## src/rtl/apb_master_arbiter_if.sv

```systemverilog
// apb_master_arbiter_if
// Bundles the two requester ports and the shared APB bus of the arbiter.
//   req_valid/req_write/req_addr/req_wdata : per-requester request, requester r in slice r
//   req_ready                              : per-requester acceptance strobe
//   rsp_valid/rsp_rdata/rsp_err            : completion strobe and payload
//   paddr/pwrite/pwdata/psel/penable       : APB request side (driven by the arbiter)
//   prdata/pready/pslverr                  : APB completion side (driven by the slaves)
// Modport master is the arbiter view; modport slave is the environment view.
interface apb_master_arbiter_if #(
    parameter int ADDR_W = 32,
    parameter int DATA_W = 32,
    parameter int NSLV   = 3
);
    logic [1:0]          req_valid;
    logic [1:0]          req_write;
    logic [2*ADDR_W-1:0] req_addr;
    logic [2*DATA_W-1:0] req_wdata;
    logic [1:0]          req_ready;
    logic [1:0]          rsp_valid;
    logic [DATA_W-1:0]   rsp_rdata;
    logic                rsp_err;
    logic [ADDR_W-1:0]   paddr;
    logic                pwrite;
    logic [DATA_W-1:0]   pwdata;
    logic [NSLV-1:0]     psel;
    logic                penable;
    logic [DATA_W-1:0]   prdata;
    logic                pready;
    logic                pslverr;

    modport master (
        input  req_valid, req_write, req_addr, req_wdata, prdata, pready, pslverr,
        output req_ready, rsp_valid, rsp_rdata, rsp_err, paddr, pwrite, pwdata, psel, penable
    );

    modport slave (
        output req_valid, req_write, req_addr, req_wdata, prdata, pready, pslverr,
        input  req_ready, rsp_valid, rsp_rdata, rsp_err, paddr, pwrite, pwdata, psel, penable
    );
endinterface

```

## src/rtl/apb_master_arbiter.sv

```systemverilog
// apb_master_arbiter
// Shares one APB bus between two requesters (0: bridge side, 1: config/DMA side).
// Round-robin grant, slave decode from a 2-bit address field, APB setup/access
// sequencing with a bounded pready wait and a one-cycle response strobe.
// Ports:
//   clk    : sole clock, rising edge
//   hreset : synchronous, active-high reset
//   bus    : apb_master_arbiter_if.master (requester ports + APB bus)
module apb_master_arbiter #(
    parameter int ADDR_W  = 32,
    parameter int DATA_W  = 32,
    parameter int NSLV    = 3,
    parameter int SEL_LSB = 12,
    parameter int TIMEOUT = 16
) (
    input  logic                 clk,
    input  logic                 hreset,
    apb_master_arbiter_if.master bus
);
    localparam int WC_W = $clog2(TIMEOUT);

    typedef enum logic [1:0] {IDLE, SETUP, ACCESS, DONE} state_t;

    state_t              state;
    // Index of the requester granted most recently; doubles as the index of
    // the transfer in flight, since it is updated on every acceptance.
    logic                last_grant;
    logic [WC_W-1:0]     wait_cnt;

    logic [ADDR_W-1:0]   paddr_q;
    logic                pwrite_q;
    logic [DATA_W-1:0]   pwdata_q;
    logic [NSLV-1:0]     psel_q;
    logic                penable_q;
    logic [1:0]          rsp_valid_q;
    logic [DATA_W-1:0]   rsp_rdata_q;
    logic                rsp_err_q;

    logic                pick;
    logic [ADDR_W-1:0]   sel_addr;
    logic [DATA_W-1:0]   sel_wdata;
    logic                sel_write;
    logic [1:0]          sel_idx;

    function automatic logic [1:0] req_onehot(input logic r);
        return r ? 2'b10 : 2'b01;
    endfunction

    function automatic logic [NSLV-1:0] slv_onehot(input logic [1:0] i);
        logic [NSLV-1:0] v;
        v = '0;
        for (int k = 0; k < NSLV; k++) begin
            if (k == int'(i)) v[k] = 1'b1;
        end
        return v;
    endfunction

    // Arbitration: a lone request wins; on contention the requester that was
    // not granted last wins. With nothing valid the pick still names one
    // requester so that exactly one ready bit is high while idle.
    always_comb begin
        pick      = bus.req_valid[1] & (~bus.req_valid[0] | ~last_grant);
        sel_addr  = pick ? bus.req_addr[ADDR_W +: ADDR_W]  : bus.req_addr[0 +: ADDR_W];
        sel_wdata = pick ? bus.req_wdata[DATA_W +: DATA_W] : bus.req_wdata[0 +: DATA_W];
        sel_write = bus.req_write[pick];
        sel_idx   = sel_addr[SEL_LSB +: 2];
    end

    assign bus.req_ready = (state == IDLE) ? req_onehot(pick) : 2'b00;

    always_ff @(posedge clk) begin
        if (hreset) begin
            state       <= IDLE;
            last_grant  <= 1'b1;
            wait_cnt    <= '0;
            paddr_q     <= '0;
            pwrite_q    <= 1'b0;
            pwdata_q    <= '0;
            psel_q      <= '0;
            penable_q   <= 1'b0;
            rsp_valid_q <= 2'b00;
            rsp_rdata_q <= '0;
            rsp_err_q   <= 1'b0;
        end else begin
            case (state)
                // ---- IDLE: accept, latch and decode ----
                IDLE: begin
                    if (|(bus.req_valid & bus.req_ready)) begin
                        last_grant <= pick;
                        paddr_q    <= sel_addr;
                        pwrite_q   <= sel_write;
                        pwdata_q   <= sel_wdata;
                        if (int'(sel_idx) < NSLV) begin
                            psel_q <= slv_onehot(sel_idx);
                            state  <= SETUP;
                        end else begin
                            // Unmapped slave: answer at once, never touch the bus.
                            rsp_valid_q <= req_onehot(pick);
                            rsp_rdata_q <= '0;
                            rsp_err_q   <= 1'b1;
                            state       <= DONE;
                        end
                    end
                end
                // ---- SETUP: one cycle of psel without penable ----
                SETUP: begin
                    penable_q <= 1'b1;
                    state     <= ACCESS;
                end
                // ---- ACCESS: wait for pready, bounded by TIMEOUT ----
                ACCESS: begin
                    if (bus.pready) begin
                        rsp_valid_q <= req_onehot(last_grant);
                        rsp_rdata_q <= pwrite_q ? '0 : bus.prdata;
                        rsp_err_q   <= bus.pslverr;
                        psel_q      <= '0;
                        penable_q   <= 1'b0;
                        state       <= DONE;
                    end else if (wait_cnt == WC_W'(TIMEOUT - 1)) begin
                        rsp_valid_q <= req_onehot(last_grant);
                        rsp_rdata_q <= '0;
                        rsp_err_q   <= 1'b1;
                        psel_q      <= '0;
                        penable_q   <= 1'b0;
                        state       <= DONE;
                    end else begin
                        wait_cnt <= wait_cnt + 1'b1;
                    end
                end
                // ---- DONE: response strobe visible for this one cycle ----
                DONE: begin
                    rsp_valid_q <= 2'b00;
                    wait_cnt    <= '0;
                    state       <= IDLE;
                end
                default: state <= IDLE;
            endcase
        end
    end

    assign bus.paddr     = paddr_q;
    assign bus.pwrite    = pwrite_q;
    assign bus.pwdata    = pwdata_q;
    assign bus.psel      = psel_q;
    assign bus.penable   = penable_q;
    assign bus.rsp_valid = rsp_valid_q;
    assign bus.rsp_rdata = rsp_rdata_q;
    assign bus.rsp_err   = rsp_err_q;
endmodule

```

## src/flat_wrapper.sv

```systemverilog
// flat-port wrapper written by rule: the top's interface ports become plain ports
module apb_master_arbiter_flat 
#(
    parameter int ADDR_W  = 32,
    parameter int DATA_W  = 32,
    parameter int NSLV    = 3,
    parameter int SEL_LSB = 12,
    parameter int TIMEOUT = 16
)
  (clk, hreset, bus_req_valid, bus_req_write, bus_req_addr, bus_req_wdata, bus_prdata, bus_pready, bus_pslverr, bus_req_ready, bus_rsp_valid, bus_rsp_rdata, bus_rsp_err, bus_paddr, bus_pwrite, bus_pwdata, bus_psel, bus_penable);
  apb_master_arbiter_if #(.ADDR_W(ADDR_W), .DATA_W(DATA_W), .NSLV(NSLV)) bus_i ();
  input  logic clk;
  input  logic hreset;
  input wire logic [$bits(bus_i.req_valid)-1:0] bus_req_valid;
  input wire logic [$bits(bus_i.req_write)-1:0] bus_req_write;
  input wire logic [$bits(bus_i.req_addr)-1:0] bus_req_addr;
  input wire logic [$bits(bus_i.req_wdata)-1:0] bus_req_wdata;
  input wire logic [$bits(bus_i.prdata)-1:0] bus_prdata;
  input wire logic [$bits(bus_i.pready)-1:0] bus_pready;
  input wire logic [$bits(bus_i.pslverr)-1:0] bus_pslverr;
  output wire logic [$bits(bus_i.req_ready)-1:0] bus_req_ready;
  output wire logic [$bits(bus_i.rsp_valid)-1:0] bus_rsp_valid;
  output wire logic [$bits(bus_i.rsp_rdata)-1:0] bus_rsp_rdata;
  output wire logic [$bits(bus_i.rsp_err)-1:0] bus_rsp_err;
  output wire logic [$bits(bus_i.paddr)-1:0] bus_paddr;
  output wire logic [$bits(bus_i.pwrite)-1:0] bus_pwrite;
  output wire logic [$bits(bus_i.pwdata)-1:0] bus_pwdata;
  output wire logic [$bits(bus_i.psel)-1:0] bus_psel;
  output wire logic [$bits(bus_i.penable)-1:0] bus_penable;
  assign bus_i.req_valid = bus_req_valid;
  assign bus_i.req_write = bus_req_write;
  assign bus_i.req_addr = bus_req_addr;
  assign bus_i.req_wdata = bus_req_wdata;
  assign bus_i.prdata = bus_prdata;
  assign bus_i.pready = bus_pready;
  assign bus_i.pslverr = bus_pslverr;
  assign bus_req_ready = bus_i.req_ready;
  assign bus_rsp_valid = bus_i.rsp_valid;
  assign bus_rsp_rdata = bus_i.rsp_rdata;
  assign bus_rsp_err = bus_i.rsp_err;
  assign bus_paddr = bus_i.paddr;
  assign bus_pwrite = bus_i.pwrite;
  assign bus_pwdata = bus_i.pwdata;
  assign bus_psel = bus_i.psel;
  assign bus_penable = bus_i.penable;
  apb_master_arbiter #(.ADDR_W(ADDR_W), .DATA_W(DATA_W), .NSLV(NSLV), .SEL_LSB(SEL_LSB), .TIMEOUT(TIMEOUT)) u_core (.clk(clk), .hreset(hreset), .bus(bus_i));
endmodule
```

## config.mk

```make
export PLATFORM = sky130hd
export DESIGN_NAME = apb_master_arbiter_flat
export DESIGN_NICKNAME = d
export VERILOG_FILES = /design/src/rtl/apb_master_arbiter_if.sv /design/src/rtl/apb_master_arbiter.sv /design/src/flat_wrapper.sv
export SDC_FILE = /design/constraint.sdc
export NUM_CORES = 1
export LEC_CHECK = 0
export CAP_MARGIN = 20
export CORE_MARGIN = 2
export CORE_UTILIZATION = 30
export DETAILED_ROUTE_END_ITERATION = 16
export PLACE_DENSITY = 0.69
export SYNTH_ARGS = -nofsm -noshare
export SYNTH_HDL_FRONTEND = slang
export SYNTH_SLANG_ARGS = --single-unit
```

## constraint.sdc

```tcl
create_clock -name clk -period 6.4 [get_ports clk]
set_clock_uncertainty 0.15 [all_clocks]
set_input_delay 0.96 -clock clk [delete_from_list [all_inputs] [get_ports clk]]
set_output_delay 0.96 -clock clk [all_outputs]
set_load 0.005 [all_outputs]
```

==> flow_summary.json <==
{
  "postLayoutCoreUtil_pct": 51.50,
  "cts_root_buf": "clkbuf_16",
  "syn_area_per_cell_sq_um": 8.500,
  "maxCapViolCount": 0,
  "yosys-top-cells-area": "dfxtp_1, a311oi_1, nand2_1",
  "clk_latency_ps": 350,
  "die_h_microns": 129.2,
  "synthCells": 553,
  "seq_power_share_pct": 37.1,
  "fp-row-count": 45,
  "ff2ff_setup_slack_ps": 3310,
  "area_delta_synth_final_pct": 67.15,
  "coreArea_sq_um": 15260,
  "drc": 0,
  "power.total_mw": 2.608,
  "grt_max_degree": 94,
  "clockBufferDepth": 2,
  "power.internal_mw": 1.744,
  "syn_nets": 726,
  "drt_iter0_drc": 195,
  "routed_wl_microns": 15920,
  "syn-cell-area_sq_um": 4701,
  "cts_made_buffers": 9,
  "max_slew.worst_pin.slew_ps": 877.9,
  "synth-warning-count": 0,
  "crit_slowest_cell": "a21bo_2",
  "p_leak_nw": 2.929,
  "placed_area_sq_um": 7562,
  "worstRegToRegCells": 8,
  "place.gp.congestion": 0.7892,
  "post_cts_buffers": 0,
  "period_needed_ps": 3948,
  "overflow": 0,
  "vias": 4913,
  "yosysSeqAreaShare_pct": 47.27,
  "dp_hpwl_microns": 11360,
  "maxSlewViolCount": 0,
  "drive_gt1_share_pct": 3.875,
  "diodes": 0,
  "synth-seq-cells": 111,
  "finalSetupTns_ps": 0,
  "status": "completed",
  "cts.sinks": 111,
  "pwr-share-clk_pct": 22.1,
  "power_density_nw_per_um2": 331.9,
  "dieArea_sq_um": 16690,
  "io_pins": 274,
  "ir_worst_vdd_mv": 0.1625,
  "synth_cell_types": 35,
  "viasPerCell": 4.860,
  "grt_pass1_wl_microns": 24200,
  "cts_tree": "done",
  "finalSetupViolCount": 0,
  "antenna_found_initial": 0,
  "dpl_worst_slack_ps": 2212,
  "cp.required_ps": 5290,
  "cts-hold-fix-buffers": 0,
  "synth_ff_type": "dfxtp_1",
  "whs_path_depth": 1,
  "slew_headroom_pct": 41.47,
  "worstPathArrival_ps": 2840,
  "synth_top_area_share_pct": 47.27,
  "initial_core_util_pct": 30.81,
  "crit_top_cell": "clkdlybuf4s50_1",
  "dr.pass1.iters": 4,
  "dieWidth_microns": 129.2,
  "p_sw_share_pct": 33.12,
  "hp-class": "register to register",
  "cts_resized": 0,
  "rsz0062_at_grt": "false",
  "period_share_pct": 61.69,
  "fin_area_sq_um": 7858,
  "cts_max_level": 3,
  "cp_max_fo": 28,
  "fin_nets": 969,
  "portBuffers": 273,
  "yosysTopAreaCell": "dfxtp_1",
  "grtUsageTotal_pct": 18.50,
  "clkTransAtPathRegs_ps": 70,
  "grt_pass1_vias": 4642,
  "start_kind": "input pin",
  "ant_nets": 0,
  "fin_ws_ps": 2452,
  "synth_edf_count": 0,
  "worst-setup-path-type": "input pin to output port",
  "combPwrFrac_pct": 40.9,
  "critical-path-max-stage-delay_ps": 620,
  "crit_path_end_kind": "output port",
  "max_freq_mhz": 253.3,
  "switchingPower_mw": 0.8636,
  "path_cells": "clkdlybuf4s50_1 -> a21bo_2 -> nor2_1 -> clkdlybuf4s50_1",
  "finalHoldViolCount": 0,
  "routedWlPerCell_microns": 15.74,
  "async_reset_ff_share_pct": 0
}
==> Yosys cell counts (3+ instances only) <==
cell / n
nand3_1: 3
nor2_1: 74
o21ai_0: 7
buf_6: 4
a311oi_1: 67
nand2_1: 137
ha_1: 5
o211ai_1: 7
inv_1: 7
nor2b_1: 4
clkbuf_1: 37
nor3b_1: 7
nor3_1: 3
a211oi_1: 3
dfxtp_1: 111
nand3b_1: 4
buf_2: 7
nand2b_1: 3
a22o_1: 33
a21oi_1: 11
==> cell type report <==
class | instances | area, sq um
clock inverter | 6 | 70.07
tap | 211 | 264.0
inverter | 7 | 26.28
clock buffer | 9 | 225.2
timing repair buffer | 280 | 2780
fill | 1464 | 7401
sequential | 111 | 2222
multi-input combinational | 387 | 2270
==> worst paths after layout <==
path | start | to
worst max-delay path | bus_req_valid[0] | bus_req_ready[1]
worst min-delay path | u_core.bus.rsp_rdata[8]$_SDFFE_PP0P_ | u_core.bus.rsp_rdata[8]$_SDFFE_PP0P_
worst max register to register | u_core.state[0]$_SDFFE_PP0P_ | u_core.bus.paddr[24]$_SDFFE_PP0P_
worst min register to register | u_core.bus.rsp_rdata[8]$_SDFFE_PP0P_ | u_core.bus.rsp_rdata[8]$_SDFFE_PP0P_
==> metal layers <==
layer  track usage [%]  part of all wire [%]  vias up
met3             7.514                    11       16
li1                  -                     -     2468
met5                 0                 0.044        -
met2             31.49                    46      212
met1             21.30                    41     2215
met4             5.691                   1.7        2
==> cells in the final DEF (no fill, tap or decap), types with 2 or more instances in the layout <==
cell type	count
a221oi_1	2
nor2b_1	4
inv_1	7
nand3_1	3
nor2_1	73
nor3_1	3
clkinvlp_4	2
nand2_1	137
clkbuf_16	9
a211o_1	2
a311oi_1	66
clkdlybuf4s50_1	272
buf_4	7
ha_1	5
or3_1	2
a31oi_1	2
nand2b_1	3
nand3b_1	4
nor3b_1	7
a22o_1	33
a211oi_1	3
a21oi_1	11
dfxtp_1	111
o21ai_0	7
o211ai_1	7
==> registers in the layout (all words and copies together) (netlist names) <==
register,count
u_core.bus.psel,3
u_core.bus.paddr,32
u_core.bus.pwdata,32
u_core.bus.rsp_rdata,32
u_core.last_grant,1
u_core.state,2
u_core.wait_cnt,4
u_core.bus.penable,1
u_core.bus.rsp_valid,2
u_core.bus.rsp_err,1
u_core.bus.pwrite,1
==> per-stage QoR <==
stage,hold WS [ps],cells
2_1_floorplan,299.3,553
3_3_place_gp,305.9,996
3_5_place_dp,303.2,996
4_1_cts,329.2,1011
5_1_grt,336.7,1011
6_report,325.6,1011
==> worst max-delay path: cells and delay by family <==
family	cells	cell delay, ps
AOI/OAI and AO/OA	1	620
and+or+nand+nor	1	150
buffers and inverters	2	1100
==> power by group through the flow <==
stage | clock network, mW | registers, mW | logic [mW]
6_report | 0.575 | 0.967 | 1.07
5_1_grt | 0.621 | 0.992 | 1.17
4_1_cts | 0.593 | 0.969 | 1.08
3_5_place_dp | 0 | 0.982 | 1.07
3_3_place_gp | 0 | 0.977 | 1.07
2_1_floorplan | 0 | 0.983 | 0.498
==> cells by family after synthesis <==
group,share of synthesized area (%)
simple gates,20.92
buf+inv,5.217
compound gates,24.49
flops,47.27
fa+ha+maj,1.331
mux,0.7718
Note: power is estimated with default switching activity, not from simulation.
